## src/rtl/pipe_hazard_ctrl.sv

```systemverilog
// -----------------------------------------------------------------------------
// pipe_hazard_ctrl
//
// Pipeline hazard / sequencing controller. Drives the PC, FD and DX latch
// enables and flushes, and inserts XM bubbles. It detects load-use hazards
// (DX load vs FD sources) and applies branch/jump flushes resolved in X. It
// also sequences multi-cycle mult/div operations through a start-pulse /
// ready handshake with the multdiv unit, with a timeout guard.
//
// Optional feature macro: STALL_COUNT_EN
//   When defined, adds output stall_cycles (32 bit). It counts every cycle in
//   which pc_enable is low, clears on reset and wraps naturally.
//
// Parameters
//   MD_MAX_CYCLES  MD_BUSY cycles allowed before a timeout is declared
//   CNT_W          width of the busy-cycle counter (2**CNT_W > MD_MAX_CYCLES)
//
// Ports
//   clk             in   pipeline clock
//   reset           in   synchronous, active-low reset
//   Opcode_DX       in   opcode of DX instruction
//   ALUop_DX        in   ALU opcode of DX instruction
//   Rd_DX_bypass    in   destination register of DX instruction
//   Rs1_FD, Rs2_FD  in   source registers of FD instruction
//   rs2_used_FD     in   FD instruction actually reads Rs2
//   branch_taken_X  in   taken branch/jump resolved in X this cycle
//   md_ready        in   multdiv result valid pulse
//   md_exception    in   multdiv exception, qualified by md_ready
//   pc_enable       out  PC write enable
//   fd_enable       out  FD latch enable
//   dx_enable       out  DX latch enable
//   fd_flush        out  load nop into FD
//   dx_flush        out  load nop into DX
//   xm_bubble       out  XM captures nop instead of X results
//   ctrl_MULT       out  multiply start pulse
//   ctrl_DIV        out  divide start pulse
//   md_done         out  multdiv result valid for XM capture
//   md_timeout      out  sticky timeout flag (cleared only by reset)
//   stall_cycles    out  frozen-PC cycle count (STALL_COUNT_EN only)
// -----------------------------------------------------------------------------
module pipe_hazard_ctrl #(
  parameter int MD_MAX_CYCLES = 40,
  parameter int CNT_W         = 6
) (
  input  logic        clk,
  input  logic        reset,
  input  logic [4:0]  Opcode_DX,
  input  logic [4:0]  ALUop_DX,
  input  logic [4:0]  Rd_DX_bypass,
  input  logic [4:0]  Rs1_FD,
  input  logic [4:0]  Rs2_FD,
  input  logic        rs2_used_FD,
  input  logic        branch_taken_X,
  input  logic        md_ready,
  input  logic        md_exception,
  output logic        pc_enable,
  output logic        fd_enable,
  output logic        dx_enable,
  output logic        fd_flush,
  output logic        dx_flush,
  output logic        xm_bubble,
  output logic        ctrl_MULT,
  output logic        ctrl_DIV,
  output logic        md_done,
`ifdef STALL_COUNT_EN
  output logic [31:0] stall_cycles,
`endif
  output logic        md_timeout
);

  localparam logic [4:0] OP_RTYPE = 5'b00000;
  localparam logic [4:0] OP_LOAD  = 5'b01000;
  localparam logic [4:0] ALU_MUL  = 5'b00110;
  localparam logic [4:0] ALU_DIV  = 5'b00111;

  // Last busy-cycle index before the timeout fires (counter starts at 0).
  localparam logic [CNT_W-1:0] CNT_LAST = CNT_W'(MD_MAX_CYCLES - 1);

  typedef enum logic [1:0] {
    RUN      = 2'd0,
    MD_START = 2'd1,
    MD_BUSY  = 2'd2,
    MD_DONE  = 2'd3
  } state_t;

  state_t           state_q, state_d;
  logic [CNT_W-1:0] cnt_q, cnt_d;
  logic             is_div_q, is_div_d;
  logic             timeout_q, timeout_d;

  logic dx_is_load, dx_is_mul, dx_is_div, load_use;

  // The exception flag is passed to XM by the datapath; control only needs
  // md_ready to sequence.
  logic unused_md_exception;
  assign unused_md_exception = md_exception;

  assign dx_is_load = (Opcode_DX == OP_LOAD);
  assign dx_is_mul  = (Opcode_DX == OP_RTYPE) && (ALUop_DX == ALU_MUL);
  assign dx_is_div  = (Opcode_DX == OP_RTYPE) && (ALUop_DX == ALU_DIV);

  // r0 is hard-wired zero, so a load targeting it never produces a hazard.
  assign load_use = dx_is_load && (Rd_DX_bypass != 5'd0) &&
                    ((Rd_DX_bypass == Rs1_FD) ||
                     (rs2_used_FD && (Rd_DX_bypass == Rs2_FD)));

  always_comb begin
    state_d   = state_q;
    cnt_d     = cnt_q;
    is_div_d  = is_div_q;
    timeout_d = timeout_q;

    pc_enable = 1'b1;
    fd_enable = 1'b1;
    dx_enable = 1'b1;
    fd_flush  = 1'b0;
    dx_flush  = 1'b0;
    xm_bubble = 1'b0;
    ctrl_MULT = 1'b0;
    ctrl_DIV  = 1'b0;
    md_done   = 1'b0;

    unique case (state_q)
      RUN: begin
        if (branch_taken_X) begin
          // Branch wins over a load stall: the stalled instruction is
          // squashed anyway.
          fd_flush = 1'b1;
          dx_flush = 1'b1;
        end else if (load_use) begin
          // Hold PC/FD and drop a nop into DX; the nop clears the hazard
          // next cycle, so this is always a single stall.
          pc_enable = 1'b0;
          fd_enable = 1'b0;
          dx_flush  = 1'b1;
        end else if (dx_is_mul || dx_is_div) begin
          // Remember the op kind: DX may reload this edge.
          state_d  = MD_START;
          is_div_d = dx_is_div;
        end
      end

      MD_START: begin
        pc_enable = 1'b0;
        fd_enable = 1'b0;
        dx_enable = 1'b0;
        xm_bubble = 1'b1;
        ctrl_MULT = ~is_div_q;
        ctrl_DIV  = is_div_q;
        cnt_d     = '0;
        state_d   = MD_BUSY;
      end

      MD_BUSY: begin
        pc_enable = 1'b0;
        fd_enable = 1'b0;
        dx_enable = 1'b0;
        xm_bubble = 1'b1;
        cnt_d     = cnt_q + 1'b1;
        if (md_ready) begin
          state_d = MD_DONE;
        end else if (cnt_q == CNT_LAST) begin
          timeout_d = 1'b1;
          state_d   = MD_DONE;
        end
      end

      MD_DONE: begin
        md_done = 1'b1;
        state_d = RUN;
      end

      default: state_d = RUN;
    endcase

    // While reset is held the pipeline sees plain free-running control.
    if (!reset) begin
      pc_enable = 1'b1;
      fd_enable = 1'b1;
      dx_enable = 1'b1;
      fd_flush  = 1'b0;
      dx_flush  = 1'b0;
      xm_bubble = 1'b0;
      ctrl_MULT = 1'b0;
      ctrl_DIV  = 1'b0;
      md_done   = 1'b0;
    end
  end

  always_ff @(posedge clk) begin
    if (!reset) begin
      state_q   <= RUN;
      cnt_q     <= '0;
      is_div_q  <= 1'b0;
      timeout_q <= 1'b0;
    end else begin
      state_q   <= state_d;
      cnt_q     <= cnt_d;
      is_div_q  <= is_div_d;
      timeout_q <= timeout_d;
    end
  end

  assign md_timeout = timeout_q;

`ifdef STALL_COUNT_EN
  logic [31:0] stall_q;

  always_ff @(posedge clk) begin
    if (!reset) begin
      stall_q <= '0;
    end else if (!pc_enable) begin
      stall_q <= stall_q + 32'd1;
    end
  end

  assign stall_cycles = stall_q;
`endif

endmodule

```

## config.mk

```make
export PLATFORM = sky130hd
export DESIGN_NAME = pipe_hazard_ctrl
export DESIGN_NICKNAME = d
export VERILOG_FILES = /design/src/rtl/pipe_hazard_ctrl.sv
export SDC_FILE = /design/constraint.sdc
export NUM_CORES = 1
export LEC_CHECK = 0
export ABC_AREA = 0
export BUFFER_PORTS_ARGS = -buffer_cell sky130_fd_sc_hd__buf_2
export CAP_MARGIN = 20
export CORE_UTILIZATION = 46
export DETAILED_ROUTE_END_ITERATION = 6
export PLACE_DENSITY = 0.87
export SKIP_LAST_GASP = 1
export SYNTH_ARGS = -nofsm -noshare
export SYNTH_HDL_FRONTEND = slang
export SYNTH_SLANG_ARGS = --single-unit
```

## constraint.sdc

```tcl
create_clock -name clk -period 3.17 [get_ports clk]
set_input_delay 0.4755 -clock clk [delete_from_list [all_inputs] [get_ports clk]]
set_output_delay 0.4755 -clock clk [all_outputs]
set_load 0.02 [all_outputs]
```

==> results by group, run 1 <==
Finish
  – Combined flip-flop and latch cell area: between 200 and 250 µm²
  – Post-layout net count: 167
  – Final core occ: 0.656
  – Area of combinational cells with multiple inputs: just over 500 µm²
  – Fin area: approximately 1000 µm²
  – Fraction of layout cells with a size suffix above 1: 0.372
  – Area growth from synthesis to layout: 32.1%
  – Ant. Diodes: 0
  – Filler Cells Inserted: about 140

Critical path
  – Setup Crit Path Kind: input port to output pin
  – Timing startpoint of the critical path: Opcode_DX[1]
  – Startpoint Class: input port
  – Worst Path Max Fanout: 3
  – Data arrival time at the worst-slack endpoint: around 1.8 ns
  – Data required time at the worst endpoint: around 2.7 ns
  – Worst reg2reg startpoint: state_q[0]
  – Type of element capturing the critical path: output pin

Clock tree
  – Cts bufs inserted: 3
  – Clock edge transition at the registers on the reported setup and hold paths: roughly 0.07 ns
  – H-Tree Level Count: 1
  – Clock Path Buffers: 2
  – Clock tree sinks: 10
  – Clock latency reported for the late side of the worst-skew pair: approximately 0.27 ns
  – Post-cts resize count: 0
  – Clock Root Buffer: sky130_fd_sc_hd__clkbuf_4
  – Hold Buf Count CTS: 0
  – Number of buffers added for setup after CTS: 0
  – CTS tree: built

Yosys
  – Yosys cell types: 29
  – Top_reg_cell synth: sky130_fd_sc_hd__dfxtp_1
  – Yosys warnings: 0
  – Number of instances in the synthesized netlist: between 80 and 90
  – Syn nets: between 100 and 150
  – Ys async rst share: 0
  – Number of synthesized register bits: 10
  – Number of flops mapped to enable cells by yosys: 0
  – Top cells by area in the synthesized netlist: sky130_fd_sc_hd__dfxtp_1 27%, sky130_fd_sc_hd__xor2_1 15%, sky130_fd_sc_hd__ha_1 10%
  – Area share of the largest cell type after synthesis: 0.268
  – Library cell occupying the most area in the post-synthesis netlist: sky130_fd_sc_hd__dfxtp_1
  – Summed instance area of the synthesized netlist: ~750 µm²
  – Synth cell count leaders: 13 x sky130_fd_sc_hd__xor2_1, 12 x sky130_fd_sc_hd__nor2_1, 10 x sky130_fd_sc_hd__dfxtp_1, 7 x sky130_fd_sc_hd__nand2_1
  – Synthesized area per cell: approximately 8.5 µm²
  – Sequential-to-total area share from yosys stat: 0.268
  – Cell with the most instances after synthesis: sky130_fd_sc_hd__xor2_1

Timing
  – Setup tns final: 0 ns
  – Slew margin rel.: 0.610
  – Unrepaired setup endpoints after global routing: no
  – Setup Skew: about 0.0025 ns
  – Peak clock frequency supported by timing: 0.432 GHz
  – Part of the cycle the worst path needs: 0.730
  – Final Hold Vio Count: 0
  – # setup viols final: 0
  – Number of max-slew violations in the final report: 0
  – Slew at the pin with the worst max-slew slack: slightly below 0.6 ns
  – Final worst path period need: 2.31 ns

GRT
  – Global-route wire length before repair: 2680 µm
  – Global-route usage over all layers: 0.205
  – Vias in the first global route: 679
  – Initial antenna violation count: 0
  – Pin count of the biggest net entering global routing: 10
  – Overflow left after global routing: 0

Route
  – Detail Route Antenna Nets: 0
  – Via-per-instance ratio: 5.30
  – Detailed Route Iter0 Violations: 5
  – Drc violations: 0
  – Length of the first detailed-routing pass in iterations: 4
  – WL final: 1720 µm
  – Routed via count: between 700 and 800
  – Routed wire length per instance: between 10 and 15 µm

Die
  – Die Height: approximately 42 µm
  – Area of the core: 0.00151 mm²
  – Row Count: 14
  – Count of pins on the block boundary: slightly above 40
  – Starting Density: 0.497
  – Area of the die: between 0.0015 and 0.002 mm²
  – Die X-Extent: approximately 42 µm

Pwr
  – Net Switching: between 150 and 200 µW
  – VDD IR max: around 220 µV
  – Power density over the cells: 435 mW/mm²
  – Static Leakage: 0.476 nW
  – Share of total power in combinational logic: 0.382
  – Clock network power share: 0.275
  – Power share of the sequential group: 0.343
  – Switching Share: 0.360
  – Pint: around 280 µW

Run status
  – Result of the run: completed

Place
  – I/O Buffers: 39
  – Placed standard-cell area: 952 µm²
  – Placer congestion estimate: between 0.7 and 0.8
  – Final HPWL DP: around 1400 µm

Hold path
  – Type of the most critical hold path: input port to flip-flop
  – Hold Startpoint: ALUop_DX[0]

Job
  – MaxCap Viol Count: 0
## final cells by class
| cell class | count | share of cell area |
|---|---|---|
| Tap cell | 16 | 0.0203 |
| Multi-Input combinational cell | 70 | 0.520 |
| Inverter | 6 | 0.0228 |
| Sequential cell | 10 | 0.203 |
| Timing Repair Buffer | 39 | 0.197 |
| Clock buffer | 4 | 0.0367 |
## cell families after synthesis
group / after synthesis / share of synthesized area
AOI/OAI and AO/OA: 9 / 0.115
xor gates and xnor gates: 15 / 0.176
adders and majority gates: 6 / 0.100
buffers and inverters: 8 / 0.0451
DFF: 10 / 0.268
muxes: 2 / 0.0268
and+or+nand+nor: 38 / 0.269
## placed cells by master (no fill, tap or decap), types with 3 or more instances in the layout
master                     synthesis  routed
sky130_fd_sc_hd__buf_2             0      39
sky130_fd_sc_hd__xor2_1           13      13
sky130_fd_sc_hd__nor2_1           12      12
sky130_fd_sc_hd__dfxtp_1          10      10
sky130_fd_sc_hd__nand2_1           7       7
sky130_fd_sc_hd__inv_1             6       6
sky130_fd_sc_hd__ha_1              6       6
sky130_fd_sc_hd__and3_1            3       3
sky130_fd_sc_hd__nand2b_1          3       3
sky130_fd_sc_hd__clkbuf_4          0       3
## stage by stage
step	cells	setup slack [ns]	hold slack [ns]	power, mW
global route	145	0.758	0.471	0.456
CTS	145	0.848	0.463	0.434
detailed placement	141	0.859	0.481	0.315
floorplan	88	0.889	0.469	0.262
global placement	141	0.869	0.454	0.308
finish	145	0.856	0.464	0.430
## power by group through the flow
| stage | combinational (mW) | sequential, mW | clock [mW] |
|---|---|---|---|
| finish | 0.164 | 0.148 | 0.118 |
| global route | 0.180 | 0.149 | 0.127 |
| CTS | 0.165 | 0.148 | 0.121 |
| detailed placement | 0.164 | 0.151 | 0 |
| global placement | 0.159 | 0.148 | 0 |
| floorplan | 0.116 | 0.146 | 0 |
## worst paths after layout
path                endpoint  slack, ns  cells after the start
setup reg to reg    cnt_q[2]       1.41                      5
hold / removal      is_div_q       0.46                      3
hold reg to reg   md_timeout       0.49                      2
setup / recovery   pc_enable       0.86                      6
## metal layers
layer	wire length, µm	share of wire	track usage	up-vias
met3	109	0.063	0.0647	2
met4	17	0.0099	0.0938	0
li1	-	-	-	385
met5	0	0	0	-
met2	907	0.53	0.388	39
met1	684	0.40	0.198	343
## state kept, by name, summed over array words and instances (netlist names)
name and cells:
is_div_q 1, md_timeout 1, cnt_q 6, state_q 2
## critical path: stages
cell                      delay, ns
sky130_fd_sc_hd__buf_2         0.10
sky130_fd_sc_hd__or4_4         0.56
sky130_fd_sc_hd__nor2_1        0.12
sky130_fd_sc_hd__o21ai_0       0.11
sky130_fd_sc_hd__o32a_1        0.31
sky130_fd_sc_hd__buf_2         0.16
(Power assumes the default switching activity.)
==> run 2, diff against run 1 <==
- ABC_AREA: 0 -> 1
- PLACE_DENSITY: 0.87 -> 0.83
- clock period: 3.17 -> 2.4 ns (I/O delays scaled with it)
==> run 2 against run 1 <==
Effect of this change: utilization down 0.82 points; power rose by 22%; sequential power up 24%; worst hold slack worse by 0.17 ns; setup slack worse by 0.51 ns; clock skew is 0.0017 ns lower; first-iteration DRC count increased by 100%; synthesized cell count up 84%; via count up 40%; die area increased by 21%; count of clock-buffer cells in the layout did not move; flip-flop and latch count unchanged; critical path type is now flip-flop to output pin; largest cell class unchanged; largest power group is now sequential cells.
==> results by group, run 2 <==
Route
  – Via-per-instance ratio: 4.71 (-11%)
  – Drc violations: 0 (unchanged)
  – Routed wire length per instance: 9.10 µm (-23%)
  – WL final: 2070 µm (+21%)
  – Detailed Route Iter0 Violations: 10 (+5)
  – Length of the first detailed-routing pass in iterations: 4 (unchanged)
  – Detail Route Antenna Nets: 0 (unchanged)
  – Routed via count: 1074 (+40%)

Pwr
  – Pint: 336 µW (+22%)
  – Switching Share: 0.364 (+0.00307)
  – Clock network power share: 0.308 (+0.033)
  – Share of total power in combinational logic: 0.345 (-0.037)
  – Power density over the cells: 452 mW/mm² (+3.7%)
  – VDD IR max: 420 µV (+90%)
  – Static Leakage: 0.656 nW (+38%)
  – Total power of the final layout: 527 µW (+22%)
  – Net Switching: 192 µW (+24%)
  – Power share of the sequential group: 0.347 (+0.004)

Yosys
  – Ys async rst share: 0 (unchanged)
  – Synth cell count leaders: 46 x sky130_fd_sc_hd__nand2_1, 27 x sky130_fd_sc_hd__inv_1, 24 x sky130_fd_sc_hd__nor2_1, 10 x sky130_fd_sc_hd__dfxtp_1, 8 x sky130_fd_sc_hd__inv_2
  – Cell with the most instances after synthesis: sky130_fd_sc_hd__nand2_1
  – Top_reg_cell synth: sky130_fd_sc_hd__dfxtp_1
  – Number of synthesized register bits: 10 (unchanged)
  – Share of synthesized area spent on multiplexers: 0 (-0.0268)
  – Library cell occupying the most area in the post-synthesis netlist: sky130_fd_sc_hd__dfxtp_1
  – Synthesized area per cell: 5.66 µm² (-33%)
  – Yosys warnings: 0 (unchanged)
  – Sequential-to-total area share from yosys stat: 0.218 (-0.0493)
  – Syn nets: 199 (+59%)
  – Summed instance area of the synthesized netlist: 917 µm² (+23%)
  – Post-synthesis share of cell area spent on full adders, half adders and majority gates: 0.0819 (-0.0185)
  – Post-synthesis xor/xnor area fraction: 0.00955 (-0.166)
  – Dominant combinational cell family by area after synthesis: simple AND/OR/NAND/NOR gates
  – Top cells by area in the synthesized netlist: sky130_fd_sc_hd__dfxtp_1 22%, sky130_fd_sc_hd__nand2_1 19%, sky130_fd_sc_hd__inv_1 11%
  – Fraction of the mapped netlist area in compound gates: 0.0614 (-0.0540)
  – Number of flops mapped to enable cells by yosys: 0 (unchanged)
  – Number of instances in the synthesized netlist: 162 (+84%)
  – Share of synthesized cell area in and, or, nand and nor gates: 0.468 (+0.199)
  – Area share of the largest cell type after synthesis: 0.218 (-0.0493)
  – Yosys cell types: 24 (-17%)

Timing
  – Slew at the pin with the worst max-slew slack: 0.399 ns (-0.180 ns)
  – Slew margin rel.: 0.732 (+0.122)
  – Final worst hold slack: 0.298 ns (-0.166 ns)
  – Number of max-slew violations in the final report: 0 (unchanged)
  – Peak clock frequency supported by timing: approximately 0.5 GHz
  – Unrepaired setup endpoints after global routing: no
  – Part of the cycle the worst path needs: 0.857
  – Setup Skew: 0.000716 ns (-0.00174 ns)
  – # setup viols final: 0 (unchanged)
  – Setup tns final: 0 ns (unchanged)
  – Final Hold Vio Count: 0 (unchanged)
  – Final worst path period need: 2.06 ns

Clock tree
  – Hold Buf Count CTS: 0 (unchanged)
  – Cts bufs inserted: 3 (unchanged)
  – Clock Root Buffer: sky130_fd_sc_hd__clkbuf_4
  – Post-cts resize count: 0 (unchanged)
  – Clock latency reported for the late side of the worst-skew pair: 0.28 ns (about the same)
  – H-Tree Level Count: 1 (unchanged)
  – CTS tree: built
  – Clock tree sinks: 10 (unchanged)
  – Clock edge transition at the registers on the reported setup and hold paths: 0.07 ns (about the same)
  – Clock Path Buffers: 2 (unchanged)
  – Number of buffers added for setup after CTS: 0 (unchanged)

Critical path
  – Type of element capturing the critical path: output pin
  – Data required time at the worst endpoint: 2.04 ns (-0.65 ns)
  – Data arrival time at the worst-slack endpoint: 1.70 ns (-0.14 ns)
  – Setup Crit Path Kind: flip-flop to output pin
  – Worst Path Max Fanout: 5 (+2)
  – Library cell contributing the largest single delay on the critical path: sky130_fd_sc_hd__dfxtp_1
  – Slowest stage delay, CP: 0.41 ns (-0.15 ns)
  – Critical path endpoint: fd_enable
  – Length in cells of the worst reg-to-reg path: 7 (+2)
  – Timing startpoint of the critical path: state_q[1]
  – Capture point of the worst reg-to-reg path: cnt_q[5]
  – Slack of the worst reg-to-reg path: 0.80 ns (-0.61 ns)
  – Worst reg2reg startpoint: state_q[1]
  – Startpoint Class: flip-flop
  – Sequence of cells on the critical path: inv_1 > ha_1 > nand2_1 > inv_1 > nand2_1 > nand2_1 > inv_1 > buf_2

Die
  – Die X-Extent: 46.7 µm (+10%)
  – Area of the core: 0.00180 mm² (+20%)
  – Count of pins on the block boundary: 41 (unchanged)
  – Starting Density: 0.509 (+0.0124)
  – Area of the die: 0.00218 mm² (+21%)
  – Row Count: 15 (+1)
  – Die Height: 46.7 µm (+10%)

Run status
  – Result of the run: completed

GRT
  – Met3 global-route usage: 0.0235 (-0.0411)
  – Met2 GRT Util: 0.400 (+0.0123)
  – Most utilized layer in the global route result: met2
  – Global-route usage over all layers: 0.216 (+0.0103)
  – Overflow left after global routing: 0 (unchanged)
  – Vias in the first global route: 930 (+37%)
  – Initial antenna violation count: 0 (unchanged)
  – Met1 layer usage reported by global route: 0.246 (+0.0475)
  – Pin count of the biggest net entering global routing: 10 (unchanged)
  – Global-route wire length before repair: 3400 µm (+27%)

Finish
  – Max reg flops: 6 (unchanged)
  – Area growth from synthesis to layout: 27.3%
  – Post-layout net count: 241 (+44%)
  – Fraction of layout cells with a size suffix above 1: 0.286 (-0.0864)
  – Combined flip-flop and latch cell area: 200 µm² (unchanged)
  – Most common cell after layout, fill and taps aside: sky130_fd_sc_hd__nand2_1
  – Leading cell types in the layout, fill and taps excluded: 46 x sky130_fd_sc_hd__nand2_1, 39 x sky130_fd_sc_hd__buf_2, 27 x sky130_fd_sc_hd__inv_1, 24 x sky130_fd_sc_hd__nor2_1, 10 x sky130_fd_sc_hd__dfxtp_1
  – Largest registers in the final layout: cnt_q: 6 flops, state_q: 2 flops
  – Filler Cells Inserted: 178 (+30%)
  – Ant. Diodes: 0 (unchanged)
  – Area of combinational cells with multiple inputs: 569 µm² (+11%)
  – Register bank with the most flops: cnt_q

Place
  – Placer congestion estimate: 0.784 (-2.0%)
  – I/O Buffers: 39 (unchanged)
  – Final HPWL DP: 1750 µm (+23%)

Hold path
  – Type of the most critical hold path: input port to flip-flop

Job
  – MaxCap Viol Count: 0 (unchanged)
## run 2: cell types whose count changed after synthesis, sizes merged, moves of 2 or more
cell,before,now
nor3b,0,3
or4,2,0
xor2,13,0
mux2i,2,0
nor4,3,1
nor3,2,7
and3,3,0
a21oi,1,6
nand3,2,7
nor2,12,27
inv,6,35
nand2,7,47
nand4,2,5
nand2b,3,0
## run 2: metrics by stage
step | std cells | cell area [µm²] | util | setup WS [ns]
floorplan | 162 | 917 | - | 0.431
global placement | 224 | 1130 | 0.628 | 0.707
detailed placement | 224 | 1130 | 0.628 | 0.653
CTS | 228 | 1170 | 0.648 | 0.342
global route | 228 | 1170 | 0.648 | 0.227
finish | 228 | 1170 | 0.648 | 0.344
## run 2: worst min path at each step
stage	startpoint	end	slack, ns	cells past startpoint
finish	ALUop_DX[0]	is_div_q	0.30	3
global route	ALUop_DX[0]	is_div_q	0.31	3
CTS	ALUop_DX[0]	is_div_q	0.30	3
detailed placement	md_timeout	md_timeout	0.48	2
global placement	md_timeout	md_timeout	0.45	2
floorplan	cnt_q[0]	cnt_q[0]	0.48	2
## run 2: logic make-up after synthesis
kind of cell | Yosys count
compound gates | 10
buf+inv | 38
simple gates | 97
flops | 10
fa+ha+maj | 6
xor+xnor | 1
## run 2: worst max-delay path: cells and delay by family (launching register included)
kind / cells / cell delay [ns]
adders and majority gates: 1 / 0.37
DFF: 1 / 0.41
and+or+nand+nor: 3 / 0.23
buffers and inverters: 4 / 0.40
## run 2: power groups by stage
stage | Clock, mW | Sequential [mW] | Combinational (mW)
floorplan | 0 | 0.184 | 0.122
global placement | 0 | 0.186 | 0.175
detailed placement | 0 | 0.187 | 0.181
CTS | 0.166 | 0.183 | 0.183
global route | 0.167 | 0.184 | 0.208
finish | 0.162 | 0.183 | 0.182
## run 2: area by class of cell
type / instances / share of cell area
multi-input cells: 114 / 0.488
flip-flops and latches: 10 / 0.171
repair buffers: 39 / 0.167
inverters: 36 / 0.116
clock buffers: 4 / 0.0311
well taps: 25 / 0.0268
## run 2: layer usage
metal,vias to the layer above,wire length [µm]
met5,-,0
met4,0,35
met3,5,67
met2,22,1040
met1,472,932
li1,575,-
==> run 3, diff against run 2 <==
- GPL_TIMING_DRIVEN: unset -> 0
==> run 3 against run 2 <==
Effect of this change: die area unchanged; fmax down 4.7%; global-route usage down 1.5 points; design area up 0.64%; setup slack worse by 0.10 ns; sequential power about the same; power down 1.3%; final cell count up 0.44%; combinational power about the same; clock skew up 0.0016 ns; critical path type unchanged; critical endpoint is now pc_enable; largest cell class unchanged; largest power group unchanged; highest routed layer unchanged.
==> results by group, run 3 (synthesized netlist as in run 2, its figures left out) <==
Clock tree
  – Clock edge transition at the registers on the reported setup and hold paths: 0.07 ns (about the same)
  – Clock Path Buffers: 2 (unchanged)
  – Clock Root Buffer: sky130_fd_sc_hd__clkbuf_4
  – Hold Buf Count CTS: 0 (unchanged)
  – Clock latency reported for the late side of the worst-skew pair: 0.27 ns (about the same)
  – CTS tree: built
  – Clock tree sinks: 10 (unchanged)
  – Post-cts resize count: 0 (unchanged)
  – Number of buffers added for setup after CTS: 0 (unchanged)
  – H-Tree Level Count: 1 (unchanged)
  – Cts bufs inserted: 3 (unchanged)

Pwr
  – VDD IR max: 284 µV (-32%)
  – Power share of the sequential group: 0.351 (+0.004)
  – Pint: 336 µW (about the same)
  – Net Switching: 185 µW (-3.6%)
  – Clock network power share: 0.302 (-0.006)
  – Switching Share: 0.355 (-0.00850)
  – Share of total power in combinational logic: 0.347 (+0.002)
  – Static Leakage: 0.660 nW (+0.63%)
  – Power density over the cells: 443 mW/mm² (-2.0%)
  – Total power of the final layout: 520 µW (-1.3%)

Hold path
  – Type of the most critical hold path: input port to flip-flop
  – Hold Startpoint: ALUop_DX[0]

Critical path
  – Library cell contributing the largest single delay on the critical path: sky130_fd_sc_hd__dfxtp_1
  – Slowest stage delay, CP: 0.40 ns (about the same)
  – Sum of buffers and inverters on the critical path: 5 (+1)
  – Setup Crit Path Kind: flip-flop to output pin
  – Worst reg2reg startpoint: state_q[1]
  – Worst Path Max Fanout: 5 (unchanged)
  – Startpoint Class: flip-flop
  – Data required time at the worst endpoint: 2.04 ns (about the same)
  – Data arrival time at the worst-slack endpoint: 1.80 ns (+0.10 ns)
  – Sequence of cells on the critical path: inv_1 > ha_1 > nand2_1 > inv_1 > nand2_1 > nand2_1 > inv_1 > buf_4 > buf_2
  – Timing startpoint of the critical path: state_q[1]
  – Type of element capturing the critical path: output pin
  – Kind of cell adding the most delay to the critical path: buffers and inverters
  – Slack of the worst reg-to-reg path: 0.84 ns (+0.04 ns)

GRT
  – Met2 GRT Util: 0.369 (-0.0306)
  – Most utilized layer in the global route result: met2
  – Initial antenna violation count: 0 (unchanged)
  – Met1 layer usage reported by global route: 0.215 (-0.0309)
  – Met3 global-route usage: 0.0353 (+0.0118)
  – Overflow left after global routing: 0 (unchanged)
  – Pin count of the biggest net entering global routing: 10 (unchanged)
  – Vias in the first global route: 868 (-6.7%)
  – Global-route usage over all layers: 0.200 (-0.0153)
  – Global-route wire length before repair: 3100 µm (-8.9%)

Run status
  – Result of the run: completed

Finish
  – Leading cell types in the layout, fill and taps excluded: 46 x sky130_fd_sc_hd__nand2_1, 39 x sky130_fd_sc_hd__buf_2, 27 x sky130_fd_sc_hd__inv_1, 24 x sky130_fd_sc_hd__nor2_1, 10 x sky130_fd_sc_hd__dfxtp_1
  – Area growth from synthesis to layout: 28.1%
  – Ant. Diodes: 0 (unchanged)
  – Fraction of layout cells with a size suffix above 1: 0.289 (+0.00350)
  – Register bank with the most flops: cnt_q
  – Max reg flops: 6 (unchanged)
  – Most common cell after layout, fill and taps aside: sky130_fd_sc_hd__nand2_1
  – Post-layout net count: 242 (+0.41%)
  – Filler Cells Inserted: 175 (-1.7%)
  – Largest registers in the final layout: cnt_q: 6 flops, state_q: 2 flops

Timing
  – Part of the cycle the worst path needs: 0.898 (+0.0419)
  – Setup Skew: 0.00231 ns (+0.00160 ns)
  – Final worst hold slack: 0.311 ns (+0.0127 ns)
  – # setup viols final: 0 (unchanged)
  – Slew margin rel.: 0.703 (-0.0290)
  – Unrepaired setup endpoints after global routing: no
  – Slew at the pin with the worst max-slew slack: 0.443 ns (+0.0432 ns)
  – Setup tns final: 0 ns (unchanged)
  – Number of max-slew violations in the final report: 0 (unchanged)
  – Final worst path period need: 2.16 ns (+0.100 ns)
  – Final Hold Vio Count: 0 (unchanged)
  – Peak clock frequency supported by timing: 0.464 GHz (-4.7%)

Route
  – Via-per-instance ratio: 4.53 (-3.9%)
  – Routed via count: 1037 (-3.4%)
  – Routed wire length per instance: 8.60 µm (-5.4%)
  – Length of the first detailed-routing pass in iterations: 4 (unchanged)
  – Detail Route Antenna Nets: 0 (unchanged)
  – WL final: 1970 µm (-5.0%)
  – Detailed Route Iter0 Violations: 12 (+2)
  – Drc violations: 0 (unchanged)

Die
  – Row Count: 15 (unchanged)
  – Starting Density: 0.509 (unchanged)
  – Area of the die: 0.00218 mm² (unchanged)
  – Die Height: 46.7 µm (unchanged)
  – Count of pins on the block boundary: 41 (unchanged)
  – Area of the core: 0.00180 mm² (unchanged)
  – Die X-Extent: 46.7 µm (unchanged)

Job
  – MaxCap Viol Count: 0 (unchanged)

Place
  – Placer congestion estimate: 0.833 (+6.1%)
  – I/O Buffers: 38 (-2.6%)
  – Final HPWL DP: 1670 µm (-4.3%)
==> run 3: cell count changes in the layout (fill, tap and decap cells not counted) <==
cell / change
sky130_fd_sc_hd__buf_4: +1
==> run 3: worst register-to-register path: stages (launching register included) <==
cell and delay (ns):
sky130_fd_sc_hd__dfxtp_1 0.40, sky130_fd_sc_hd__inv_1 0.10, sky130_fd_sc_hd__ha_1 0.37, sky130_fd_sc_hd__inv_2 0.08
sky130_fd_sc_hd__o21ai_1 0.37, sky130_fd_sc_hd__nor3_1 0.11
==> run 3: cell type report <==
class	count	area (µm²)	area share
repair buffers	38	190	0.162
plain buffers	2	12.5	0.0106
clock buffers	4	36.3	0.0309
inverters	36	135	0.115
well taps	25	31.3	0.0266
multi-input cells	114	569	0.485
flip-flops and latches	10	200	0.170
==> run 3: final timing paths <==
path                      to  cells after the start
setup / recovery   pc_enable                      9
hold / removal      is_div_q                      3
setup reg to reg    cnt_q[4]                      5
hold reg to reg   md_timeout                      2
==> run 3: per-layer routing <==
layer,wire [µm],part of all wire
met4,11,0.0056
met5,0,0
met3,68,0.035
met2,963,0.49
met1,926,0.47
==> run 3: power groups by stage <==
stage	Clock [mW]	Sequential (mW)	Combinational, mW
after global routing	0.168	0.185	0.205
final	0.157	0.183	0.181
after detailed placement	0	0.187	0.181
after CTS	0.160	0.183	0.181
after floorplan	0	0.184	0.122
after global placement	0	0.186	0.176
==> run 3: stage by stage <==
step,util,setup WS [ns],cells,instance area (µm²)
4_1_cts,0.652,0.241,229,1170
5_1_grt,0.652,0.0815,229,1170
6_report,0.652,0.244,229,1170
3_5_place_dp,0.632,0.545,225,1140
2_1_floorplan,-,0.431,162,917
3_3_place_gp,0.632,0.582,225,1140
